**src/rtl/sram_ctrl.sv**
```systemverilog
// Burst master for a single-port SRAM: takes valid/ready burst requests and issues one word per
// cycle with an auto-incrementing address. Read beats come back as single-cycle response pulses.
module sram_ctrl #(
  parameter int unsigned ADDR_W = 8,
  parameter int unsigned DATA_W = 32,
  parameter int unsigned RD_LAT = 1
) (
  input  logic              clk,
  input  logic              res,
  input  logic              req_valid,
  output logic              req_ready,
  input  logic              req_we,
  input  logic [ADDR_W-1:0] req_addr,
  input  logic [3:0]        req_len,
  input  logic              wr_valid,
  output logic              wr_ready,
  input  logic [DATA_W-1:0] wr_data,
  output logic              rsp_valid,
  output logic [DATA_W-1:0] rsp_rdata,
  output logic              done,
  output logic              busy,
  output logic              sram_we,
  output logic [ADDR_W-1:0] sram_addr,
  output logic [DATA_W-1:0] sram_din,
  input  logic [DATA_W-1:0] sram_dout
);

  localparam logic [2:0] StIdle  = 3'd0;
  localparam logic [2:0] StWrite = 3'd1;
  localparam logic [2:0] StRead  = 3'd2;
  localparam logic [2:0] StDrain = 3'd3;
  localparam logic [2:0] StDone  = 3'd4;

  logic [2:0]        state_q, state_d;
  logic [ADDR_W-1:0] addr_q, addr_d;
  logic [3:0]        cnt_q, cnt_d;
  logic              sram_we_q, sram_we_d;
  logic [ADDR_W-1:0] sram_addr_q, sram_addr_d;
  logic [DATA_W-1:0] sram_din_q, sram_din_d;
  logic [DATA_W-1:0] rsp_rdata_q, rsp_rdata_d;
  logic              done_q, done_d;
  // Bit i set: a read address became visible on sram_addr i cycles ago. Top bit is rsp_valid.
  logic [RD_LAT:0]   pipe_q, pipe_d;

  always_comb begin
    state_d     = state_q;
    addr_d      = addr_q;
    cnt_d       = cnt_q;
    sram_we_d   = 1'b0;
    sram_addr_d = sram_addr_q;
    sram_din_d  = sram_din_q;
    rsp_rdata_d = rsp_rdata_q;
    done_d      = 1'b0;
    pipe_d      = {pipe_q[RD_LAT-1:0], 1'b0};

    // The last pipe stage before the output is where sram_dout holds that beat's data.
    if (pipe_q[RD_LAT-1]) begin
      rsp_rdata_d = sram_dout;
    end

    case (state_q)
      StIdle: begin
        if (req_valid) begin
          addr_d  = req_addr;
          cnt_d   = req_len;
          state_d = req_we ? StWrite : StRead;
        end
      end
      StWrite: begin
        if (wr_valid) begin
          sram_we_d   = 1'b1;
          sram_addr_d = addr_q;
          sram_din_d  = wr_data;
          addr_d      = addr_q + 1'b1;
          cnt_d       = cnt_q - 4'd1;
          if (cnt_q == 4'd0) begin
            state_d = StDone;
            done_d  = 1'b1;
          end
        end
      end
      StRead: begin
        sram_addr_d = addr_q;
        pipe_d[0]   = 1'b1;
        addr_d      = addr_q + 1'b1;
        cnt_d       = cnt_q - 4'd1;
        if (cnt_q == 4'd0) begin
          state_d = StDrain;
        end
      end
      StDrain: begin
        if (pipe_q == '0) begin
          state_d = StDone;
          done_d  = 1'b1;
        end
      end
      StDone: begin
        state_d = StIdle;
      end
      default: begin
        state_d = StIdle;
      end
    endcase
  end

  always_ff @(posedge clk) begin
    if (res) begin
      state_q     <= StIdle;
      addr_q      <= '0;
      cnt_q       <= '0;
      sram_we_q   <= 1'b0;
      sram_addr_q <= '0;
      sram_din_q  <= '0;
      rsp_rdata_q <= '0;
      done_q      <= 1'b0;
      pipe_q      <= '0;
    end else begin
      state_q     <= state_d;
      addr_q      <= addr_d;
      cnt_q       <= cnt_d;
      sram_we_q   <= sram_we_d;
      sram_addr_q <= sram_addr_d;
      sram_din_q  <= sram_din_d;
      rsp_rdata_q <= rsp_rdata_d;
      done_q      <= done_d;
      pipe_q      <= pipe_d;
    end
  end

  assign req_ready = (state_q == StIdle);
  assign wr_ready  = (state_q == StWrite);
  assign busy      = (state_q != StIdle);
  assign sram_we   = sram_we_q;
  assign sram_addr = sram_addr_q;
  assign sram_din  = sram_din_q;
  assign rsp_valid = pipe_q[RD_LAT];
  assign rsp_rdata = rsp_rdata_q;
  assign done      = done_q;

endmodule

```
**config.mk**
```make
export PLATFORM = sky130hd
export DESIGN_NAME = sram_ctrl
export DESIGN_NICKNAME = d
export VERILOG_FILES = /design/src/rtl/sram_ctrl.sv
export SDC_FILE = /design/constraint.sdc
export NUM_CORES = 1
export LEC_CHECK = 0
export ABC_AREA = 1
export CAP_MARGIN = 20
export CORE_MARGIN = 2
export CORE_UTILIZATION = 46
export DETAILED_ROUTE_END_ITERATION = 8
export PLACE_DENSITY = 0.86
export SYNTH_ARGS = -nofsm -noshare
export SYNTH_HDL_FRONTEND = slang
export SYNTH_SLANG_ARGS = --single-unit
```
**constraint.sdc**
```tcl
create_clock -name clk -period 2.4 [get_ports clk]
set_input_delay 0.72 -clock clk [delete_from_list [all_inputs] [get_ports clk]]
set_output_delay 0.72 -clock clk [all_outputs]
set_load 0.01 [all_outputs]
```
==> impl_metrics.yaml, run 1 <==
synthesis:
  synthArstFlopShare_pct: 0
  yosysSeqAreaShare_pct: 49.0
  synth-seq-cells: 91
  synth_nets: 569
  netlist_instances: 486
  synth_area_sq_um: 3720
  avgSynthCellArea_sq_um: 7.65
  ys_types: 35
  synth-main-ff-cell: "dfxtp_1"
  yosys_warnings: 0
  synth_edf_count: 0
cells_and_area:
  diodes: 0
  layout-drive-gt1-share_pct: 7.05
  syn_to_final_growth_pct: 49.0
  utilization_pct: 71.3
  fin_cells: 740
  fill_cells: 613
  layout.nets: 716
cts:
  cts-root-buf: "clkbuf_8"
  cts_hold_buf: 0
  clk_pin_slew_worst_paths_ps: 90
  worstSkewPairLatency_ps: 340
  clkSinkCount: 91
  cts-htree-levels: 3
  clk_path_buf_depth: 2
  cts_made_buffers: 9
  tritoncts: "yes"
power:
  seqPwrFrac_pct: 37.0
  switching_share_pct: 38.0
  combPwrFrac_pct: 44.5
  power.density_nw_per_um2: 1060
  p_sw_uw: 2230
  p_leak_uw: 0.00218
  p_int_uw: 3630
  p_clk_share_pct: 18.6
  ir_drop_mv: 0.497
global_routing:
  antenna_found_initial: 0
  first_global_vias: 3801
  grtUsageTotal_pct: 23.6
  grt_max_degree: 49
  grt_pass1_wl_um: 16800
  grt_overflow: 0
route:
  drt_first_pass_iters: 4
  postRouteAntennaNets: 0
  routed_wirelength_um: 10300
  drtIter0Drc: 143
  drc: 0
  via_per_inst: 5.09
  drt-wirelength-per-cell_um: 14.0
  via_count: 3765
worst_hold_path:
  worstHoldPathType: "reg2reg"
  worstHoldStart: "sram_din[10]"
  min_path_cells: 2
placement:
  dp_cells: 723
  io_buffers: 158
  dp_hpwl_um: 7230
  gp_congestion: 0.768
timing:
  slew_headroom_pct: 68.1
  clock_skew_ps: 11.1
  finalSetupViolCount: 0
  rsz0062_at_grt: "no"
  worstMarginPinSlew_ps: 477
  post-route-period-util_pct: 97.2
  hold_viol_final: 0
  final.setup.tns_ps: 0
  fin_crit_ps: 2330
  slew_violations: 0
  fmax_mhz: 429
die:
  rows: 32
  start_util_pct: 47.9
  io_pins: 159
  core_area_sq_um: 7770
  die_w_um: 93.9
  dieArea_sq_um: 8820
  fp.dieH_um: 93.9
setup_path:
  regToRegStartpoint: "state_q[1]"
  critical_path_class: "reg2out"
  r2r-end: "sram_addr[1]"
  cp.required_ps: 1680
  r2r_setup_slack_ps: 540
  worstSetupEndpointType: "output pin"
  arrival_ps: 1610
  cp_max_fo: 6
  startpoint_type: "flop"
  r2r_cells: 9
  cp-startpoint: "state_q[1]"
  crit_path_end: "req_ready"
run:
  maxCapViolations: 0
outcome:
  status: "finished, final reports clean"
## synth_stat cells, types with 2 or more instances
| library cell | n | share of area (%) |
|---|---|---|
| clkbuf_1 | 15 | 1.5 |
| clkbuf_4 | 2 | 0.40 |
| dfxtp_1 | 91 | 49 |
| nor3_1 | 2 | 0.27 |
| ha_1 | 2 | 0.67 |
| nand4_1 | 2 | 0.34 |
| clkbuf_2 | 2 | 0.27 |
| o21ai_2 | 4 | 0.94 |
| a21oi_1 | 44 | 5.9 |
| a21oi_2 | 2 | 0.47 |
| nand2_4 | 4 | 1.2 |
| o21ai_1 | 5 | 0.67 |
| a31oi_1 | 2 | 0.34 |
| nor2_4 | 3 | 0.91 |
| o21ai_0 | 45 | 6.1 |
| buf_4 | 4 | 0.81 |
| nor2_1 | 108 | 11 |
| buf_2 | 2 | 0.27 |
| inv_1 | 21 | 2.1 |
| nand3_1 | 43 | 5.8 |
| nand2_1 | 67 | 6.8 |
| nand2_8 | 2 | 1.1 |
| buf_6 | 2 | 0.61 |
## placed cells by master, fill, tap and decap left out, drive strengths merged, types with 7 or more instances in the layout
cell           count
nand3             44
o21ai             54
clkbuf            13
nand2             73
nor2             111
a21oi             46
dfxtp             91
clkdlybuf4s50    158
inv               24
buf                7
## cells by family (layout without fill, tap and decap cells)
kind of cell               after synthesis  in the layout  synth area share [%]
adders and majority gates                2              2                 0.673
buffers and inverters                   53            205                  7.13
xor gates and xnor gates                 1              1                 0.236
AOI/OAI and AO/OA                      103            103                  14.6
DFF                                     91             91                  49.0
and+or+nand+nor                        236            236                  28.4
## per-layer routing
metal | GRT usage (%) | wire (um) | vias up | part of all wire [%]
met3 | 6.50 | 895 | 30 | 8.6
met1 | 27.0 | 4120 | 1705 | 40
met4 | 11.4 | 313 | 0 | 3.0
li1 | - | - | 1867 | -
met2 | 40.4 | 5020 | 163 | 49
met5 | 0 | 0 | - | 0
## how the worst min path moves through the flow
stage                    to  slack, ps
2_1_floorplan     addr_q[3]        460
3_3_place_gp   sram_din[17]        450
3_5_place_dp   sram_din[15]        450
4_1_cts        sram_din[15]        470
5_1_grt        sram_din[10]        490
6_report       sram_din[10]        470
## registers in the layout, summed over array words and instances (netlist names)
name / flops
cnt_q: 4
sram_we: 1
pipe_q: 2
rsp_rdata: 32
state_q: 3
sram_addr: 8
sram_din: 32
addr_q: 8
done: 1
## power groups by stage
stage                     Combinational [uW]  Clock (uW)  Sequential [uW]
after floorplan                         1550           0             2270
after global placement                  2490           0             2180
after detailed placement                2560           0             2190
after CTS                               2590        1110             2160
after global routing                    2880        1170             2220
final                                   2600        1090             2170
## metrics by stage
step / hold slack, ps / setup slack (ps) / cell area (sq um) / power [uW]
floorplan: 457 / 814 / 3720 / 3820
global placement: 447 / 319 / 5320 / 4670
detailed placement: 452 / 243 / 5320 / 4750
CTS: 466 / 2.23 / 5530 / 5860
global route: 488 / 2.19 / 5540 / 6270
finish: 466 / 66.3 / 5540 / 5850
## critical path, stage by stage, from the launching register on
cell and delay (ps):
dfxtp_2 380, nor2_4 180, nand2_1 120, inv_1 70, clkdlybuf4s50_1 530
## final cells by class
cell class,count,area [sq um],share of cell area (%)
Clock inverter,3,45.0,0.813
Timing Repair Buffer,165,1650,29.7
Inverter,24,97.6,1.76
Sequential cell,91,1820,32.9
Clock buffer,13,169,3.05
Tap cell,102,128,2.30
Multi-Input combinational cell,342,1630,29.4
## timing repair
item                                    CTS  global route
endpoints found under the setup margin    0             3
buffers inserted                          0             1
resized for setup                         0             2
Note: power is estimated with default switching activity, not from simulation.
==> inputs of run 2 (changes only) <==
- PLACE_DENSITY: 0.86 -> not set
- PLACE_DENSITY_LB_ADDON: not set -> 0.2
==> run 2 against run 1 <==
  * Final area decreased by 0.47%
  * First-iteration DRC count decreased by 9.1%
  * Non-clock buffer count grew 1
  * Maximum frequency up 0.68%
  * Critical path depth did not move
  * Via count shrank 2.0%
  * Combinational power about the same
  * Clock-buffer cell count is 2 lower
  * Critical endpoint unchanged
==> impl_metrics.yaml, run 2 (synthesized netlist as in run 1, its figures left out) <==
cts:
  cts_made_buffers: 9
  cts_hold_buf: 0
  worstSkewPairLatency_ps: 360
  clk_pin_slew_worst_paths_ps: 90
  cts-root-buf: "clkbuf_8"
  clkSinkCount: 91
  clk_path_buf_depth: 2
  tritoncts: "yes"
  cts-htree-levels: 3
timing:
  clock_skew_ps: 11.3
  slew_violations: 0
  fin_crit_ps: 2320
  hold_viol_final: 0
  timing.hold.ws_ps: 466
  rsz0062_at_grt: "no"
  worstMarginPinSlew_ps: 522
  slew_headroom_pct: 65.2
  finalSetupViolCount: 0
  final.setup.tns_ps: 0
  fmax_mhz: 431
  post-route-period-util_pct: 96.6
route:
  postRouteAntennaNets: 0
  drc: 0
  drt-wirelength-per-cell_um: 13.4
  drtIter0Drc: 130
  routed_wirelength_um: 9940
  drt_first_pass_iters: 4
  via_count: 3688
  via_per_inst: 4.98
cells_and_area:
  final_cell_mix: "clkdlybuf4s50_1 (158), nor2_1 (108), dfxtp_1 (89), nand2_1 (67), o21ai_0 (45)"
  layout.nets: 717
  layout_commonest_cell: "clkdlybuf4s50_1"
  syn_to_final_growth_pct: 48.3
  diodes: 0
  layout-drive-gt1-share_pct: 7.20
global_routing:
  grt_pass1_wl_um: 16400
  grt_overflow: 0
  first_global_vias: 3675
  grtUsageTotal_pct: 23.3
  grt_max_degree: 49
  antenna_found_initial: 0
power:
  power.density_nw_per_um2: 1030
  switching_share_pct: 39.1
  seqPwrFrac_pct: 38.1
  combPwrFrac_pct: 45.3
  p_clk_share_pct: 16.6
  p_sw_uw: 2230
  p_leak_uw: 0.00216
  ir_drop_mv: 0.525
  p_int_uw: 3460
die:
  rows: 32
  start_util_pct: 47.9
  io_pins: 159
  dieArea_sq_um: 8820
  fp.dieH_um: 93.9
  die_w_um: 93.9
  core_area_sq_um: 7770
setup_path:
  cp_max_fo: 4
  critical_path_class: "reg2out"
  cp.required_ps: 1680
  arrival_ps: 1600
  worstSetupEndpointType: "output pin"
  startpoint_type: "flop"
  r2r_setup_slack_ps: 610
placement:
  dp_hpwl_um: 7030
  gp_congestion: 0.876
  io_buffers: 158
outcome:
  status: "finished, final reports clean"
run:
  maxCapViolations: 0
worst_hold_path:
  worstHoldPathType: "reg2reg"
[run 2: layout make-up]
class	count	area, sq um
clock buffers	11	141
clock inverters	5	38.8
fillers	644	2250
inverters	24	97.6
multi-input cells	342	1630
flip-flops and latches	91	1820
well taps	102	128
repair buffers	166	1650
[run 2: final timing paths]
kind,startpoint,end,cells after the start
max reg2reg,state_q[2],sram_addr[1],9
max,state_q[2],req_ready,4
min,sram_din[30],sram_din[30],2
min reg2reg,sram_din[30],sram_din[30],2
[run 2: layer usage]
layer	up-vias	routed length (um)	part of all wire, %	track usage [%]
met5	-	0	0	0
met4	0	213	2.1	11.5
met3	16	788	7.9	7.22
met2	123	4770	48	37.9
met1	1672	4170	42	27.9
li1	1877	-	-	-
[run 2: worst max-delay path: stages, from the launching register on]
cell	delay, ps
dfxtp_1	390
nor2_4	150
nand2_1	120
inv_1	70
clkdlybuf4s50_1	530
[run 2: timing repair]
| action | 4_1_cts | 5_1_grt |
|---|---|---|
| setup buffers | 1 | 0 |
| gates resized for setup | 1 | 1 |
| setup endpoints to repair | 2 | 3 |
| gates cloned | 0 | 0 |
| pin swaps | 1 | 0 |
[run 2: through the flow]
step           utilization, %  cell area [sq um]  total power [uW]  std cells  setup WS [ps]
6_report                 71.0               5520              5690        741           82.0
5_1_grt                  71.0               5520              6130        741           4.27
4_1_cts                  71.0               5510              5740        741           7.95
3_5_place_dp             68.6               5330              4760        724            239
3_3_place_gp             68.6               5330              4680        724            289
2_1_floorplan               -               3720              3820        486            814
[run 2: power by group through the flow]
stage | Clock [uW] | Sequential, uW | Combinational [uW]
5_1_grt | 1040 | 2220 | 2870
3_5_place_dp | 0 | 2190 | 2570
3_3_place_gp | 0 | 2180 | 2500
6_report | 946 | 2170 | 2580
2_1_floorplan | 0 | 2270 | 1550
4_1_cts | 976 | 2160 | 2600
